**config.mk**
```make
export PLATFORM = sky130hd
export DESIGN_NAME = seq_pattern_tx
export DESIGN_NICKNAME = d
export VERILOG_FILES = /design/src/rtl/seq_pattern_tx_pkg.sv /design/src/rtl/seq_pattern_tx_piso_shift.sv /design/src/rtl/seq_pattern_tx.sv
export SDC_FILE = /design/constraint.sdc
export NUM_CORES = 1
export LEC_CHECK = 0
export ABC_AREA = 1
export BUFFER_PORTS_ARGS = -buffer_cell sky130_fd_sc_hd__buf_2
export CAP_MARGIN = 20
export CORE_ASPECT_RATIO = 1.1
export CORE_UTILIZATION = 49
export DETAILED_ROUTE_END_ITERATION = 10
export GPL_TIMING_DRIVEN = 1
export PLACE_DENSITY = 0.73
export SLEW_MARGIN = 30
export SYNTH_ARGS = -nofsm -noshare
export SYNTH_HDL_FRONTEND = slang
export SYNTH_SLANG_ARGS = --single-unit
export TNS_END_PERCENT = 20
```
**constraint.sdc**
```tcl
create_clock -name clk -period 2.15 [get_ports clk]
set_clock_uncertainty 0.1 [all_clocks]
set_input_delay 0.1075 -clock clk [delete_from_list [all_inputs] [get_ports clk]]
set_output_delay 0.1075 -clock clk [all_outputs]
set_load 0.05 [all_outputs]
```
**src/rtl/seq_pattern_tx_pkg.sv**
```systemverilog
// Shared types and default sizing for the serial pattern transmitter.
package seq_tx_pkg;

    localparam int unsigned DEF_MAX_LEN = 16;
    localparam int unsigned DEF_LEN_W   = 5;
    localparam int unsigned DEF_REP_W   = 4;

    typedef enum logic [1:0] {
        IDLE,
        SEND,
        GAP
    } seq_tx_state_t;

endpackage

```
**src/rtl/seq_pattern_tx_piso_shift.sv**
```systemverilog
// Loadable parallel-in serial-out register; presents the bit that the
// index will point at after this cycle's load/reload/step.
module piso_shift
    import seq_tx_pkg::*;
#(
    parameter int unsigned WIDTH = DEF_MAX_LEN,
    parameter int unsigned IDX_W = DEF_LEN_W
) (
    input  logic             clk,
    input  logic             reset,
    input  logic             load,
    input  logic             reload,
    input  logic             step,
    input  logic [WIDTH-1:0] data_in,
    input  logic [IDX_W-1:0] top_in,
    output logic             next_bit,
    output logic             idx_zero
);

    logic [WIDTH-1:0] data;
    logic [IDX_W-1:0] top;
    logic [IDX_W-1:0] idx;
    logic [IDX_W-1:0] sel;
    logic [WIDTH-1:0] src;

    // Look-ahead select lets the owner register the serial bit directly.
    always_comb begin
        sel = idx - IDX_W'(1);
        src = data;
        if (load) begin
            sel = top_in;
            src = data_in;
        end else if (reload) begin
            sel = top;
        end
        next_bit = |(src & (WIDTH'(1) << sel));
    end

    assign idx_zero = (idx == '0);

    always_ff @(posedge clk or posedge reset) begin
        if (reset) begin
            data <= '0;
            top  <= '0;
            idx  <= '0;
        end else if (load) begin
            data <= data_in;
            top  <= top_in;
            idx  <= top_in;
        end else if (reload) begin
            idx <= top;
        end else if (step) begin
            idx <= idx - IDX_W'(1);
        end
    end

endmodule

```
**src/rtl/seq_pattern_tx.sv**
```systemverilog
// Serial pattern transmitter: sends a latched pattern MSB-first, with
// repeats separated by an idle gap, and pulses done/err at frame end.
module seq_pattern_tx
    import seq_tx_pkg::*;
#(
    parameter int unsigned MAX_LEN = DEF_MAX_LEN,
    parameter int unsigned LEN_W   = DEF_LEN_W,
    parameter int unsigned REP_W   = DEF_REP_W,
    parameter int unsigned GAP_LEN = 2
) (
    input  logic               clk,
    input  logic               reset,
    input  logic               start_valid,
    output logic               start_ready,
    input  logic [MAX_LEN-1:0] pattern,
    input  logic [LEN_W-1:0]   len,
    input  logic [REP_W-1:0]   reps,
    output logic               x,
    output logic               x_valid,
    output logic               busy,
    output logic               done,
    output logic               err
);

    localparam int unsigned GAP_W = (GAP_LEN > 0) ? $clog2(GAP_LEN + 1) : 1;
    localparam logic [GAP_W-1:0] GAP_LOAD = GAP_W'((GAP_LEN > 0) ? GAP_LEN - 1 : 0);
    localparam logic [LEN_W-1:0] MAX_LEN_L = LEN_W'(MAX_LEN);

    seq_tx_state_t    state, state_nxt;
    logic [REP_W-1:0] rep_cnt, rep_nxt;
    logic [GAP_W-1:0] gap_cnt, gap_nxt;
    logic             x_nxt, xv_nxt, done_nxt, err_nxt;
    logic             load, reload, step;
    logic             next_bit, idx_zero;
    logic             len_ok;
    logic [LEN_W-1:0] top_idx;
    logic [REP_W-1:0] reps_eff;

    assign len_ok   = (len != '0) && (len <= MAX_LEN_L);
    assign top_idx  = len - LEN_W'(1);
    assign reps_eff = (reps == '0) ? REP_W'(1) : reps;

    assign start_ready = (state == IDLE);
    assign busy        = (state != IDLE);

    piso_shift #(
        .WIDTH (MAX_LEN),
        .IDX_W (LEN_W)
    ) u_piso (
        .clk      (clk),
        .reset    (reset),
        .load     (load),
        .reload   (reload),
        .step     (step),
        .data_in  (pattern),
        .top_in   (top_idx),
        .next_bit (next_bit),
        .idx_zero (idx_zero)
    );

    always_comb begin
        state_nxt = state;
        rep_nxt   = rep_cnt;
        gap_nxt   = gap_cnt;
        x_nxt     = 1'b0;
        xv_nxt    = 1'b0;
        done_nxt  = 1'b0;
        err_nxt   = 1'b0;
        load      = 1'b0;
        reload    = 1'b0;
        step      = 1'b0;
        unique case (state)
            IDLE: begin
                if (start_valid) begin
                    if (len_ok) begin
                        load      = 1'b1;
                        state_nxt = SEND;
                        rep_nxt   = reps_eff;
                        x_nxt     = next_bit;
                        xv_nxt    = 1'b1;
                    end else begin
                        done_nxt = 1'b1;
                        err_nxt  = 1'b1;
                    end
                end
            end
            SEND: begin
                if (!idx_zero) begin
                    step   = 1'b1;
                    x_nxt  = next_bit;
                    xv_nxt = 1'b1;
                end else if (rep_cnt > REP_W'(1)) begin
                    rep_nxt = rep_cnt - REP_W'(1);
                    if (GAP_LEN > 0) begin
                        state_nxt = GAP;
                        gap_nxt   = GAP_LOAD;
                    end else begin
                        reload = 1'b1;
                        x_nxt  = next_bit;
                        xv_nxt = 1'b1;
                    end
                end else begin
                    state_nxt = IDLE;
                    rep_nxt   = '0;
                    done_nxt  = 1'b1;
                end
            end
            GAP: begin
                if (gap_cnt == '0) begin
                    reload    = 1'b1;
                    state_nxt = SEND;
                    x_nxt     = next_bit;
                    xv_nxt    = 1'b1;
                end else begin
                    gap_nxt = gap_cnt - GAP_W'(1);
                end
            end
            default: state_nxt = IDLE;
        endcase
    end

    always_ff @(posedge clk or posedge reset) begin
        if (reset) begin
            state   <= IDLE;
            rep_cnt <= '0;
            gap_cnt <= '0;
            x       <= 1'b0;
            x_valid <= 1'b0;
            done    <= 1'b0;
            err     <= 1'b0;
        end else begin
            state   <= state_nxt;
            rep_cnt <= rep_nxt;
            gap_cnt <= gap_nxt;
            x       <= x_nxt;
            x_valid <= xv_nxt;
            done    <= done_nxt;
            err     <= err_nxt;
        end
    end

endmodule

```
Yosys cells after proc, flatten, opt, wreduce, memory -nomap -nowiden
Index checks and enable logic that the tools add are counted.
{"block": "totals", "out_inout_bits": 6, "elab_cells": 81, "register_bits": 38, "input_bits": 28}
{"block": "op_classes", "n_bitwise": 1, "mux": 41, "shifts": 1, "n_lt_le_gt_ge": 2, "n_eq_ne": 8, "reduce_logical": 14, "add_sub_neg": 4}
{"cell": "$mux W5", "n": 5}
{"cell": "$mux W4", "n": 5}
{"cell": "$and A16 B16 Y16", "n": 1}
{"cell": "$mux W1", "n": 16}
{"cell": "$mux W16", "n": 1}
{"cell": "$mux W2", "n": 8}
{"cell": "$reduce_or A16 Y1", "n": 1}
{"cell": "$shl A1 B5 Y16 const A", "n": 1}
{"cell": "$reduce_and A4 Y1", "n": 3}
{"cell": "$ne A2 B2 Y1 const B", "n": 5}
{"cell": "$sub A5 B1 Y5 const B", "n": 2}
{"cell": "$pmux W4 S2", "n": 1}
{"cell": "$pmux W1 S3", "n": 2}
{"cell": "$pmux W2 S3", "n": 1}
{"cell": "$reduce_bool A2 Y1", "n": 3}
{"cell": "$le A5 B5 Y1 const B", "n": 1}
{"cell": "$logic_not A5 Y1", "n": 1}
{"cell": "$reduce_bool A5 Y1", "n": 1}
{"cell": "$gt A4 B1 Y1 const B", "n": 1}
{"cell": "$logic_not A2 Y1", "n": 2}
{"cell": "$logic_not A4 Y1", "n": 1}
{"cell": "$pmux W2 S2", "n": 1}
{"cell": "$sub A4 B1 Y4 const B", "n": 1}
{"cell": "$reduce_bool A3 Y1", "n": 1}
{"cell": "other kinds (6)", "n": 6}

Logic depth before layout (Yosys ltp)
Gate-level depths: netlist of the first run.
{"block": "depth", "ltp_word": 12, "ltp_mapped": 17, "depth_no_buf": 17}

By module
Synthesis of the first run repeated with hierarchy kept, for this count alone.
{"block": "unflattened", "cells_unflattened": 303, "area_unflattened_um2": 2263.4}
{"mod": "piso_shift", "area_per_inst_um2": 1442.6, "n_inst": 1, "seq_area_each_um2": 650.6, "cells_each": 191}
{"mod": "seq_pattern_tx", "area_per_inst_um2": 820.8, "n_inst": 1, "seq_area_each_um2": 300.3, "cells_each": 112}

Worst setup path after synthesis of the first run
OpenSTA, ideal clock, no wires.
{"block": "synth_timing", "path_kind": "register to register", "from": "reg gap_cnt[0]", "to": "reg x", "path_buffers": 1, "setup_slack_ns": 0.313, "setup_time_ns": 0.073, "required_ns": 1.977, "period_less_slack_ns": 1.837, "stages_incl_launch_ff": 17, "arrival_ns": 1.664, "cell_sequence": "dfrtp_1 inv_1 ha_1 nand3_1 buf_4 nand2_1 nand2_1 nand2_2 nand2_2 inv_2 nor2_1 nand2_1 nand2_1 nor2_1 nand2_1 nand2_1 a21oi_2"}
{"block": "synth_between", "elab_chain_cells": 11, "elab_cells_between_ends": 13, "classes_between": "shift: 1; mux: 9; bitwise: 1; reduce/logical: 2"}
{"item": "from (decl)", "line": "seq_pattern_tx.sv:31", "source": "logic [GAP_W-1:0] gap_cnt, gap_nxt;"}
{"item": "from (signal assigned)", "line": "seq_pattern_tx.sv:134", "source": "gap_cnt <= gap_nxt;"}
{"item": "$logic_not A2 Y1 (*)", "line": "seq_pattern_tx.sv:109", "source": "if (gap_cnt == '0) begin"}
{"item": "$mux W1", "line": "seq_pattern_tx.sv:109"}
{"item": "$mux W1"}
{"item": "$mux W5", "line": "seq_pattern_tx_piso_shift.sv:33", "source": "end else if (reload) begin"}
{"item": "$mux W5", "line": "seq_pattern_tx_piso_shift.sv:30", "source": "if (load) begin"}
{"item": "$shl A1 B5 Y16", "line": "seq_pattern_tx_piso_shift.sv:36", "source": "next_bit = |(src & (WIDTH'(1) << sel));"}
{"item": "$and A16 B16 Y16", "line": "seq_pattern_tx_piso_shift.sv:36"}
{"item": "$reduce_or A16 Y1", "line": "seq_pattern_tx_piso_shift.sv:36"}
{"item": "$mux W1", "line": "seq_pattern_tx.sv:75", "source": "if (len_ok) begin"}
{"item": "$mux W1", "line": "seq_pattern_tx.sv:74", "source": "if (start_valid) begin"}
{"item": "$pmux W1 S3 (*)", "line": "seq_pattern_tx.sv:72", "source": "unique case (state)"}
{"item": "via x_nxt", "line": "seq_pattern_tx.sv:32", "source": "logic x_nxt, xv_nxt, done_nxt, err_nxt;"}
{"item": "to (signal assigned)", "line": "seq_pattern_tx.sv:135", "source": "x <= x_nxt;"}
{"item": "to (decl)", "line": "seq_pattern_tx.sv:18", "source": "output logic x,"}
The timed path passes the listed nets; every way through them passes the cells marked *.
A chain may end at the register's enable or synchronous reset.

Final worst setup path of the first run
Ends and elaborated chain as after synthesis.

==> metrics.txt, run 1 <==
status=complete, no violations; post-synth cell types=30; I/O pin cnt=34; number of global-route vias before repair=1872; Async S/R FF share, synth=100%; DIE HEIGHT=71.9 µm; Post-Syn Instances=289; Initial Util=50.8%; r2r endpoint=x$_DFF_PP0_; clock latency on the worst-skew pair=0.28 ns; DP Wirelength=3260 µm; share of the synthesized area in the top cell type=43.7%; synth warn=0; Slew HR=68.4%; placed cell area=2410 µm²; Mapped Nets=323; CP Capture Type=flop; final instance area=2730 µm²; count of input and output buffers=33; register area share after synthesis=43.7%; DR pass1 iterations=4; Setup TNS=0 ns; largest net degree at the start of global routing=39; peak supply drop=0.691 mV; fill cell count=387; Most used DFF post-synth=dfrtp_1; min Tclk post-route=2.13 ns; startpoint types=flop; R2R setup slack=0.02 ns; clk sink count=38; antenna cell count=0; Seq cells post-synth=38; ranking of synthesized cells by area=dfrtp_1 44%, nand2_1 21%, inv_1 5.3%; crit path kind=flop to flop; gr usage total=21.3%; vias per cell=4.89; Post-DRT Antenna Nets=0; crit path DAT=2.24 ns; Core ar.=4290 µm²; final WL=4710 µm; top cell type by total area after synthesis=dfrtp_1; Lkg Pwr=1.48 nW; layout cell share with drive strength beyond 1=20.4%; Worst Path Required=2.27 ns; worst reg2reg path depth=15; GRT overflow=0; number of max-cap violations=0; Final Hold Fails=0; depth of the CTS H-tree=2; syn_area_per_cell=7.53 µm²; PwrDens=1390 nW/µm²; DR vias=1966; most frequent cells after synthesis=120 x nand2_1, 38 x dfrtp_1, 31 x inv_1, 20 x nor2_1, 13 x nand3_1; Cell Rows=25; Max Buffers Root-to-Sink=2; die extent in x=65.5 µm; Slew @ Worst Pin=0.474 ns; cell with the most instances after synthesis=nand2_1; CTS tree=done; CTS root buf=clkbuf_8; fin crit share=99.1%; Clock Pin Slew Worst Setup and Hold Paths=0.07 ns; Cell Area, Synth=2180 µm²; CP Max Fanout=8; first-pass GRT wire length=7780 µm; area delta synth->final=25.3%; Worst Setup SP=gap_cnt[0]$_DFFE_PP0P_; initial antenna violation count=0; Nets=381; total CTS buffers=5; reg-to-reg startpoint=gap_cnt[0]$_DFFE_PP0P_; Die Footprint=4710 µm²; worst hold path class=input port to flop; Final setup viols=0; DR WL/cell=11.7 µm; Initial DRC Count=134; fmax=470 MHz; CP Capture Point=x$_DFF_PP0_; routability congestion estimate=0.840; DRC=0; Post-synth EDFFs=0; final count of pins violating max slew=0
## cell families (layout without fill, tap and decap cells)
logic type | count (synthesis) | after routing | synth area share [%]
xor gates and xnor gates | 5 | 5 | 2.01
adders and majority gates | 6 | 6 | 3.45
buffers and inverters | 41 | 100 | 8.17
and+or+nand+nor | 172 | 172 | 35.4
AOI/OAI and AO/OA | 27 | 27 | 7.25
DFF | 38 | 38 | 43.7
## worst min-delay path by stage
| stage | start | endpoint | cells after the start | slack (ns) |
|---|---|---|---|---|
| 2_1_floorplan | pattern[12] | u_piso.data[12]$_DFF_PP0_ | 2 | 0.14 |
| 3_3_place_gp | reset | u_piso.data[6]$_DFF_PP0_ | 3 | 0.14 |
| 3_5_place_dp | reset | u_piso.data[10]$_DFF_PP0_ | 3 | 0.15 |
| 4_1_cts | reps[0] | rep_cnt[0]$_DFFE_PP0P_ | 5 | 0.08 |
| 5_1_grt | reps[0] | rep_cnt[0]$_DFFE_PP0P_ | 5 | 0.15 |
| 6_report | reps[0] | rep_cnt[0]$_DFFE_PP0P_ | 5 | 0.09 |
## critical path, cell delays in order, from the launching register on
cell     delay [ns]
dfrtp_1        0.40
inv_1          0.07
ha_2           0.18
nand3_2        0.12
buf_6          0.16
o21ai_1        0.17
nand2_1        0.13
nand2_4        0.14
nand2_2        0.08
nor2_4         0.11
nand2_1        0.07
nand2_1        0.06
nor2_1         0.05
nand2_1        0.05
nand2_1        0.06
a21oi_2        0.10
## cells in the final DEF (no fill, tap or decap), types with 6 or more instances in the layout
| cell | netlist | layout |
|---|---|---|
| o21ai_0 | 9 | 9 |
| dfrtp_1 | 38 | 38 |
| nand2_1 | 120 | 117 |
| nor2_1 | 20 | 17 |
| buf_2 | 2 | 33 |
| nand3_1 | 13 | 12 |
| inv_1 | 31 | 31 |
| nand4_1 | 7 | 7 |
| dlygate4sd3_1 | 0 | 17 |
| clkbuf_8 | 0 | 6 |
## where the power goes
part | total, W | switching [W] | internal, W
clock network | 0.000492 | 0.000234 | 0.000259
logic | 0.00211 | 0.00140 | 0.000711
registers | 0.00120 | 0.000147 | 0.00105
## state kept, by name, summed over array words and instances, names as in the netlist
| signal | flops |
|---|---|
| x_valid | 1 |
| u_piso.top | 5 |
| err | 1 |
| gap_cnt | 2 |
| state | 2 |
| rep_cnt | 4 |
| u_piso.idx | 5 |
| u_piso.data | 16 |
| x | 1 |
| done | 1 |
## layout make-up
type / count / area (µm²) / area share (%)
Clock buffer: 7 / 86.3 / 3.17
Timing Repair Buffer: 56 / 384 / 14.1
Inverter: 36 / 138 / 5.05
Clock inverter: 1 / 5.00 / 0.184
Tap cell: 54 / 67.6 / 2.48
Sequential cell: 38 / 951 / 34.9
Multi-Input combinational cell: 210 / 1090 / 40.2
## what timing repair did
action | CTS | global route
buffers inserted | 0 | 1
hold buffers | 17 | 0
setup endpoints to repair | 0 | 1
hold endpoints to repair | 54 | 0
resized for setup | 0 | 14
## stage by stage
stage	util [%]	hold WS, ns	worst slack [ns]	std cells	power (W)
2_1_floorplan	-	0.137	0.313	289	0.00272
3_3_place_gp	56.1	0.137	0.131	376	0.00309
3_5_place_dp	56.1	0.146	0.0816	376	0.00314
4_1_cts	62.2	0.0847	0.0286	401	0.00367
5_1_grt	63.6	0.146	-0.0649	402	0.00414
6_report	63.6	0.0877	0.0203	402	0.00380
## metal layers
metal	track usage (%)	part of all wire (%)	wire, µm
met1	27.4	45	2140
met4	6.28	1.1	52
met2	36.1	50	2340
met5	0	0	0
met3	4.25	3.8	180
Power figures use the tool's default switching activity.
==> inputs of run 2 (changes only) <==
--- a/config.mk
+++ b/config.mk
@@ -8,11 +8,13 @@
 export ABC_AREA = 1
 export BUFFER_PORTS_ARGS = -buffer_cell sky130_fd_sc_hd__buf_2
 export CAP_MARGIN = 20
+export CELL_PAD_IN_SITES_DETAIL_PLACEMENT = 2
+export CELL_PAD_IN_SITES_GLOBAL_PLACEMENT = 2
 export CORE_ASPECT_RATIO = 1.1
-export CORE_UTILIZATION = 49
+export CORE_UTILIZATION = 32
 export DETAILED_ROUTE_END_ITERATION = 10
 export GPL_TIMING_DRIVEN = 1
-export PLACE_DENSITY = 0.73
+export PLACE_DENSITY = 0.82
 export SLEW_MARGIN = 30
 export SYNTH_ARGS = -nofsm -noshare
 export SYNTH_HDL_FRONTEND = slang
==> metrics.txt, run 2 (same netlist as run 1, synthesis figures left out) <==
status=complete, but fails checks; failing checks=setup timing; fin crit share=101% (+1.8 points); DP Wirelength=4580 µm (+41%); Cell Rows=31 (+24%); fill cell count=754 (+95%); vias per cell=5.02 (+2.7%); CP max stage delay=0.44 ns (+0.04 ns); commonest cells after routing, fill and taps aside=114 x nand2_1, 37 x dfrtp_1, 33 x buf_2; Worst Hold End=rep_cnt[3]$_DFFE_PP0P_; count of input and output buffers=33 (unchanged); initial antenna violation count=0 (unchanged); number of max-cap violations=0 (unchanged); Lkg Pwr=1.53 nW (+3.3%); CTS root buf=clkbuf_8; CTS tree=done; DR pass1 iterations=4 (unchanged); hold depth=5 (unchanged); clock latency on the worst-skew pair=0.30 ns (+0.02 ns); Initial DRC Count=73 (-46%); Regs by FF count=u_piso.data x16, u_piso.idx x5, u_piso.top x5; final instance area=2900 µm² (+6.5%); reg-to-reg startpoint=state[1]$_DFFE_PP0P_; dpl cells=405 (+7.7%); DIE HEIGHT=88.5 µm (+23%); routability congestion estimate=0.759 (-9.6%); crit path DAT=2.28 ns (+0.04 ns); Slew @ Worst Pin=0.509 ns (+0.0349 ns); die extent in x=80.6 µm (+23%); crit path kind=flop to flop; leading cell type in the layout, fill and taps excluded=nand2_1; Clock Pin Slew Worst Setup and Hold Paths=0.08 ns (about the same); Critical Path, Cell by Cell=inv_2 -> nand2_4 -> nor2_8 -> nand3_4 -> nand2_1 -> nand2_2 -> nor2_1 -> nand3_1 -> nand2_1 -> nor2_2 -> nand2_1 -> nand2_1 -> a21oi_2; Max Buffers Root-to-Sink=2 (unchanged); first-pass GRT wire length=11300 µm (+46%); Post-DRT Antenna Nets=0 (unchanged); worst reg2reg path depth=13 (-2); R2R setup slack=-0.02 ns (-0.04 ns); number of global-route vias before repair=2307 (+23%); r2r endpoint=x$_DFF_PP0_; min Tclk post-route=2.17 ns (+0.0388 ns); CP max stage cell=dfrtp_2; depth of the CTS H-tree=2 (unchanged); Initial Util=33.0% (-18 points); DR WL/cell=18.1 µm (+54%); Die Footprint=7130 µm² (+51%); max reg flops=16 (unchanged); antenna cell count=0 (unchanged); Final setup viols=1 (+1); worst hold start=reps[3]; final WL=7990 µm (+70%); GRT overflow=0 (unchanged); clk sink count=38 (unchanged); Reg with most FFs=u_piso.data; CP Capture Type=flop; total CTS buffers=5 (unchanged); startpoint types=flop; I/O pin cnt=34 (unchanged); largest net degree at the start of global routing=39 (unchanged); gr usage total=21.4% (+0.087 points); Final Hold Fails=0 (unchanged); Slew HR=66.0% (-2.3 points); area delta synth->final=33.4%; peak supply drop=0.517 mV (-25%); Worst Path Required=2.26 ns (about the same); placed cell area=2450 µm² (+1.8%); final count of pins violating max slew=0 (unchanged); cell mode on critical path=nand2_1; fmax=461 MHz (-1.8%); DRC=0 (unchanged); Nets=393 (+3.1%); Core ar.=6590 µm² (+54%); DR vias=2221 (+13%); layout cell share with drive strength beyond 1=25.8% (+5.4 points); PwrDens=1520 nW/µm² (+9.1%); fin cells=442 (+10%); CP Max Fanout=8 (unchanged); worst hold path class=input port to flop; final worst setup slack=-0.0185 ns (-0.0388 ns)
-- run 2: cell types whose count changed in the layout (fill, tap and decap cells not counted), sizes merged --
cell | previous run | this run
buf | 39 | 49
nand3 | 15 | 17
-- run 2: per-layer routing --
metal | global-route usage (%) | vias up | part of all wire (%)
met2 | 38.4 | 45 | 52
met4 | 7.95 | 0 | 2.4
met5 | 0 | - | 0
li1 | - | 1053 | -
met3 | 3.40 | 17 | 2.6
met1 | 25.6 | 1106 | 43
-- run 2: stage by stage --
| step | utilization, % | power, W | setup WS [ns] | setup TNS (ns) | hold slack [ns] |
|---|---|---|---|---|---|
| 6_report | 44.0 | 0.00442 | -0.0185 | -0.0185 | 0.0950 |
| 5_1_grt | 44.0 | 0.00473 | -0.174 | -0.370 | 0.111 |
| 4_1_cts | 41.6 | 0.00394 | 0.00792 | 0 | 0.0868 |
| 3_5_place_dp | 37.1 | 0.00330 | -0.101 | -0.101 | 0.165 |
| 3_3_place_gp | 37.1 | 0.00317 | 0.0661 | 0 | 0.153 |
| 2_1_floorplan | - | 0.00272 | 0.313 | 0 | 0.137 |
-- run 2: repair_timing --
action                                  4_1_cts  5_1_grt
gates cloned                                  0        2
hold buffers                                 17        0
endpoints found under the setup margin        1        3
gates resized for setup                       8       22
pin swaps                                     0        8
endpoints found under the hold margin        54        0
buffers inserted                              0       10
-- run 2: area by class of cell --
class	count	area (µm²)	area share (%)
Sequential cell	38	952	32.8
Inverter	36	150	5.17
Timing Repair Buffer	66	459	15.8
Tap cell	82	103	3.53
Clock buffer	7	86.3	2.97
Clock inverter	1	5.00	0.172
Multi-Input combinational cell	212	1150	39.5
-- run 2: worst max-delay path: cells and delay by family, from the launching register on --
kind	cells	cell delay, ns
compound gates	1	0.13
flops	1	0.44
buf+inv	1	0.09
simple gates	11	1.31
-- run 2: worst max path at each step --
stage	start	endpoint	cells after the start
final	state[1]$_DFFE_PP0P_	x$_DFF_PP0_	13
after global routing	state[1]$_DFFE_PP0P_	x$_DFF_PP0_	13
after CTS	state[1]$_DFFE_PP0P_	x$_DFF_PP0_	13
after detailed placement	gap_cnt[0]$_DFFE_PP0P_	x$_DFF_PP0_	16
after global placement	gap_cnt[0]$_DFFE_PP0P_	x$_DFF_PP0_	16
after floorplan	gap_cnt[0]$_DFFE_PP0P_	x$_DFF_PP0_	16
-- run 2: where the power goes --
group	switching (W)	internal [W]
clock network	0.000269	0.000259
registers	0.000174	0.00105
logic	0.00177	0.000887
